<file path="config.mk">
export PLATFORM = sky130hd
export DESIGN_NAME = lfp_requant_e4m4_to_e3m4
export DESIGN_NICKNAME = d
export VERILOG_FILES = /design/src/rtl/lfp_requant_e4m4_to_e3m4.sv
export SDC_FILE = /design/constraint.sdc
export NUM_CORES = 1
export LEC_CHECK = 0
export CAP_MARGIN = 20
export CORE_MARGIN = 2
export CORE_UTILIZATION = 39
export CTS_CLUSTER_SIZE = 25
export DETAILED_ROUTE_END_ITERATION = 16
export HOLD_SLACK_MARGIN = 0.15
export PLACE_DENSITY = 0.87
export SETUP_SLACK_MARGIN = 0.05
export SLEW_MARGIN = 10
export SYNTH_ARGS = -nofsm -noshare
export SYNTH_HDL_FRONTEND = slang
export SYNTH_SLANG_ARGS = --single-unit
export TNS_END_PERCENT = 10
</file>
<file path="constraint.sdc">
create_clock -name clk -period 1.6 [get_ports clk]
set_clock_uncertainty 0.2 [all_clocks]
set_input_delay 0.32 -clock clk [delete_from_list [all_inputs] [get_ports clk]]
set_output_delay 0.32 -clock clk [all_outputs]
set_load 0.01 [all_outputs]
</file>
<file path="src/rtl/lfp_requant_e4m4_to_e3m4.sv">
// ---------------------------------------------------------------------------
// lfp_requant_e4m4_to_e3m4
// Re-quantises an E4M4 word (4-bit exponent, 4-bit mantissa) to E3M4.
// Exponents above the output range clamp to 7'h7F and raise out_sat.
// Exponents below the output range flush to 7'h00 and raise out_flush.
// Two-stage valid/ready pipeline with one word per cycle throughput.
// Optional feature macro: LFP_REQUANT_SAT_COUNT_EN enables the saturating
// sat_cnt / flush_cnt event counters. Without it both read 0 and clr_cnt is
// ignored.
// ---------------------------------------------------------------------------
module lfp_requant_e4m4_to_e3m4 #(
   parameter int BIAS_IN  = 8,
   parameter int BIAS_OUT = 4
) (
   input  logic        clk,
   input  logic        rst_n,
   input  logic        in_valid,
   output logic        in_ready,
   input  logic [7:0]  in_data,
   output logic        out_valid,
   input  logic        out_ready,
   output logic [6:0]  out_data,
   output logic        out_sat,
   output logic        out_flush,
   input  logic        clr_cnt,
   output logic [15:0] sat_cnt,
   output logic [15:0] flush_cnt
);

   // Bias difference; the range -15..7 fits a 6-bit signed value.
   localparam logic signed [5:0] L_BIAS_DELTA = 6'(BIAS_OUT - BIAS_IN);

   // Packs {sat, flush, data} for a rebased exponent and a mantissa.
   function automatic logic [8:0] f_requant(input logic signed [5:0] exp_v,
                                             input logic [3:0]        man_v);
      logic [8:0] res;
      if (exp_v < 6'sd0) begin
         res = {1'b0, 1'b1, 7'h00};
      end else if (exp_v > 6'sd7) begin
         res = {1'b1, 1'b0, 7'h7F};
      end else begin
         res = {1'b0, 1'b0, exp_v[2:0], man_v};
      end
      return res;
   endfunction

   logic               r_s1_valid;
   logic signed [5:0]  r_s1_exp;
   logic [3:0]         r_s1_man;
   logic               r_s2_valid;
   logic [6:0]         r_s2_data;
   logic               r_s2_sat;
   logic               r_s2_flush;

   logic               w_s2_advance;
   logic               w_in_ready;
   logic signed [5:0]  w_exp;
   logic [8:0]         w_packed;

   // Stage 2 can take a new word when it is empty or being drained.
   // Ein (0..15) plus the bias delta spans -15..22, so 6 signed bits never truncate.
   assign w_s2_advance = !r_s2_valid || out_ready;
   assign w_in_ready   = !r_s1_valid || w_s2_advance;
   assign w_exp        = $signed({2'b00, in_data[7:4]}) + L_BIAS_DELTA;
   assign w_packed     = f_requant(r_s1_exp, r_s1_man);

   // Stage 1: capture the rebased exponent, mantissa and valid bit.
   always_ff @(posedge clk) begin
      if (!rst_n) begin
         r_s1_valid <= 1'b0;
         r_s1_exp   <= 6'sd0;
         r_s1_man   <= 4'h0;
      end else if (w_in_ready) begin
         r_s1_valid <= in_valid;
         if (in_valid) begin
            r_s1_exp <= w_exp;
            r_s1_man <= in_data[3:0];
         end
      end
   end

   // Stage 2: register the packed result; hold it while the sink stalls.
   always_ff @(posedge clk) begin
      if (!rst_n) begin
         r_s2_valid <= 1'b0;
         r_s2_data  <= 7'h00;
         r_s2_sat   <= 1'b0;
         r_s2_flush <= 1'b0;
      end else if (w_s2_advance) begin
         r_s2_valid <= r_s1_valid;
         if (r_s1_valid) begin
            r_s2_sat   <= w_packed[8];
            r_s2_flush <= w_packed[7];
            r_s2_data  <= w_packed[6:0];
         end
      end
   end

   assign in_ready  = w_in_ready;
   assign out_valid = r_s2_valid;
   assign out_data  = r_s2_data;
   assign out_sat   = r_s2_sat;
   assign out_flush = r_s2_flush;

`ifdef LFP_REQUANT_SAT_COUNT_EN
   logic [15:0] r_sat_cnt;
   logic [15:0] r_flush_cnt;
   logic        w_deliver;

   assign w_deliver = r_s2_valid && out_ready;

   // Saturating delivery counters; a clear wins over a same-cycle increment.
   always_ff @(posedge clk) begin
      if (!rst_n) begin
         r_sat_cnt   <= 16'h0000;
         r_flush_cnt <= 16'h0000;
      end else if (clr_cnt) begin
         r_sat_cnt   <= 16'h0000;
         r_flush_cnt <= 16'h0000;
      end else begin
         if (w_deliver && r_s2_sat && (r_sat_cnt != 16'hFFFF)) begin
            r_sat_cnt <= r_sat_cnt + 16'h0001;
         end
         if (w_deliver && r_s2_flush && (r_flush_cnt != 16'hFFFF)) begin
            r_flush_cnt <= r_flush_cnt + 16'h0001;
         end
      end
   end

   assign sat_cnt   = r_sat_cnt;
   assign flush_cnt = r_flush_cnt;
`else
   logic w_unused_clr_cnt;

   assign w_unused_clr_cnt = clr_cnt;
   assign sat_cnt          = 16'h0000;
   assign flush_cnt        = 16'h0000;
`endif

endmodule

</file>
* Word level (Yosys, flattened, before mapping)
Cells that the tools add are included.
Word-level totals: register bits 21, bits of input ports 13, output and inout bits 43, word-level logic and storage cells 18
Operators by class: add/subtract/negate cells 1, order comparisons 2, multiplexer cells 2, reduce and logical (&&, ||, !) cells 6
Operator list (count):
- $mux 9 | 2
- $add 5x3->6 const B | 1
- $gt 6x4->1 const B | 1
- $lt 6x1->1 const B | 1
- $reduce_and 2->1 | 2
- $logic_not 1->1 | 2
- $logic_or 1x1->1 | 2

* Logic depth before layout (Yosys ltp)
depth in word-level cells 4, depth in mapped cells 4, gate-level depth less buffers 4

* Least setup slack after synthesis
No wires, ideal clock.
path kind flip-flop to flip-flop, start reg r_s2_valid (netlist: out_valid), end reg r_s1_exp[2], library setup time 128 ps, arrival time 933 ps, data required time 1272 ps, slack 339 ps, cell stages (with the launch flop) 5, path buffers 1, period minus slack after synthesis 1261 ps, cells stage by stage dfxtp_1 -> nor2b_4 -> buf_6 -> a21oi_4 -> a211oi_2
Between the ends: cells in the longest elaborated chain, start to end 4
RTL lines:
- from (decl) | line 50 | logic r_s2_valid;
- from (signal assigned) | line 90 | r_s2_valid <= r_s1_valid;
- $logic_not 1->1 | line 62 | assign w_s2_advance = !r_s2_valid || out_ready;
- $logic_or 1x1->1 | line 62
- $logic_or 1x1->1 | line 63 | assign w_in_ready = !r_s1_valid || w_s2_advance;
- $reduce_and 2->1 (no line)
- to (signal assigned) | line 76 | r_s1_exp <= w_exp;
- to (decl) | line 48 | logic signed [5:0] r_s1_exp;
No other way between the ends. A chain may end at the register's enable or synchronous reset.

* Worst setup path after layout
start in out_ready, end out in_ready
Between the ends: cells in the longest elaborated chain, start to end 2
RTL lines:
- from (decl) | line 21 | input logic out_ready,
- $logic_or 1x1->1 | line 62
- $logic_or 1x1->1 | line 63
- to (decl) | line 18 | output logic in_ready,
No other way between the ends.

==> run_results.csv <==
group,metric,value,unit
global_route,gr-total-overflow,0,
min_path,whs_path_depth,2,
critical_path,worstPathArrival,990,ps
synth,yosysTopAreaCell,"dfxtp_1",
route,drt_iter0_drc,18,
final_layout,fill_cells,272,
synth,ys_async_sr_fraction,0,%
route,dr.pass1.iters,4,
synth,ys_seq_elements,20,
synth,synthFlopType,"dfxtp_1",
die,start_util,40.4,%
die,coreArea,0.00271,sq mm
clocking,root_buffer,"clkbuf_4",
route,dr_wl_met3,117,um
clocking,clk_path_buf_depth,2,
synth,synth_most_common_cell,"buf_4",
placement,io_buffers,22,
route,viasPerCell,4.64,
critical_path,crit_type,"input port to output port",
timing,fmax,0.664,GHz
clocking,cts_tree,"yes",
clocking,hold_buffers,0,
route,num_vias,835,
power_and_ir_drop,powerDensity,886,mW/mm^2
final_layout,final_nets,164,
die,core.rowCount,19,
clocking,post-cts-setup-buffer-count,0,
final_layout,drive_gt1_share,13.4,%
placement,dp.final_hpwl,1480,um
timing,rsz0062_at_grt,"no",
global_route,grt_pass1_vias,735,
job,drv_cap,0,
critical_path,r2r_slack,330,ps
timing,period_needed,1510,ps
synth,yosysSeqAreaShare,36.6,%
critical_path,startpoint_type,"input port",
route,wirelength,1890,um
critical_path,required,1080,ps
power_and_ir_drop,p_leak,0.553,nW
critical_path,endpoint_kind,"output port",
critical_path,reg2reg_depth,4,
route,wl_per_cell,10.5,um
die,pin_count,56,
synth,synth_edf_count,0,
synth,synth.area.top_cells,"dfxtp_1, buf_4, o21ai_1, a21oi_1, o2111ai_1",
min_path,hp-start,"r_s1_man[2]",
critical_path,crit_fanout,3,
clocking,ctsResizeCount,16,
min_path,holdPathEnd,"r_s1_man[2]",
global_route,grt_use_total,12.2,%
critical_path,r2r-start,"out_valid",
route,drc,0,
final_layout,utilization,46.6,%
synth,yosysUniqueCellTypes,22,
timing,timing.final.crit_share,94.1,%
placement,place.gp.congestion,0.797,
clocking,clkTransAtPathRegs,120,ps
route,wl_met2,907,um
global_route,grt_max_degree,15,
die,die_area,0.00324,sq mm
die,die_w,57.0,um
synth,ys_warn_count,0,
outcome,outcome,"completed",
route,met1_length,863,um
clocking,cts.sinks,20,
power_and_ir_drop,ir_drop,0.458,mV
synth,synth_common_cells,"buf_4, dfxtp_1, o21ai_1, a21oi_1, nand4_1",
die,die_h,57.0,um
clocking,cts_buffers,3,
timing,slew_violations,0,
timing,whs,263,ps
clocking,h-tree-depth,1,
clocking,insertion_delay,290,ps
global_route,grt_pass1_wl,3200,um
synth,synthCells,125,
timing,finalHoldViolations,0,
synth,syn_avg_cell_area,8.75,sq um
synth,netlist.area_leader.share,36.6,%
route,top_layer,"met3",
critical_path,reg2reg_to,"r_s1_exp[3]",
timing,setup_violations,0,
final_layout,area_delta_synth_final,15.4,%
global_route,antenna_found_initial,0,
final_layout,n_antenna_cell,0,
min_path,hp-class,"flop to flop",
route,route.antenna.remaining_nets,0,
synth,syn_area,0.00109,sq mm
[cell type report]
class | count | area [sq um] | share of cell area [%]
multi-input cells | 90 | 493 | 39.0
flip-flops and latches | 20 | 402 | 31.8
repair buffers | 29 | 254 | 20.1
well taps | 31 | 38.8 | 3.07
clock inverters | 1 | 30.0 | 2.38
clock buffers | 3 | 22.5 | 1.78
inverters | 6 | 22.5 | 1.78
[power breakdown]
group          switching, mW  internal, mW
clock network          0.151         0.253
registers             0.0183         0.525
logic                  0.103        0.0690
total                  0.272         0.847
[metal layers]
layer	up-vias	track usage, %
li1	424	-
met1	373	16.9
met2	38	19.9
met3	0	0.680
met4	0	4.98
met5	-	0
[flip-flops by register name (all words and copies together), names as in the netlist]
name        cells
out_data        7
r_s1_valid      1
out_flush       1
r_s1_man        4
out_valid       1
r_s1_exp        5
out_sat         1
[cell usage in the layout (no fill, tap or decap)]
cell              n
conb_1           32
dfxtp_1          19
o21ai_1          15
a21oi_1          13
dlygate4sd2_1    11
clkdlybuf4s50_1  10
nand4_1           8
o2111ai_1         7
buf_4             7
nand2_1           6
inv_1             4
clkbuf_4          3
inv_2             2
a211oi_2          2
nand3b_1          1
nor2b_4           1
a21oi_4           1
nand2b_1          1
nand3_1           1
o31ai_2           1
ha_1              1
bufinv_16         1
dfxtp_2           1
buf_2             1
[metrics by stage]
stage | setup TNS (ps) | worst slack (ps) | total power [mW] | std cells | cell area, sq um
after floorplan | 0 | 339 | 0.721 | 156 | 1210
after global placement | -2130 | -518 | 0.731 | 176 | 1230
after detailed placement | -2320 | -511 | 0.734 | 176 | 1230
after CTS | 0 | 94.5 | 1.13 | 180 | 1260
after global routing | 0 | 66.9 | 1.17 | 180 | 1260
final | 0 | 93.7 | 1.12 | 180 | 1260
[critical path, stage by stage]
cell           delay [ps]
dlygate4sd2_1         270
nand3b_1              220
buf_2                 170
[cell families after synthesis]
kind of cell / synth area share [%]
AOI/OAI and AO/OA: 23.3
adders and majority gates: 1.14
buffers and inverters: 28.9
DFF: 36.6
other: 0.343
and+or+nand+nor: 9.61
[worst max path at each step]
stage | from | end | slack, ps | cells past startpoint
2_1_floorplan | out_valid | r_s1_exp[2] | 340 | 4
3_3_place_gp | out_ready | in_ready | -520 | 3
3_5_place_dp | out_ready | in_ready | -510 | 3
4_1_cts | out_ready | in_ready | 90 | 3
5_1_grt | out_valid | in_ready | 70 | 2
6_report | out_ready | in_ready | 90 | 3
(Power assumes the default switching activity.)
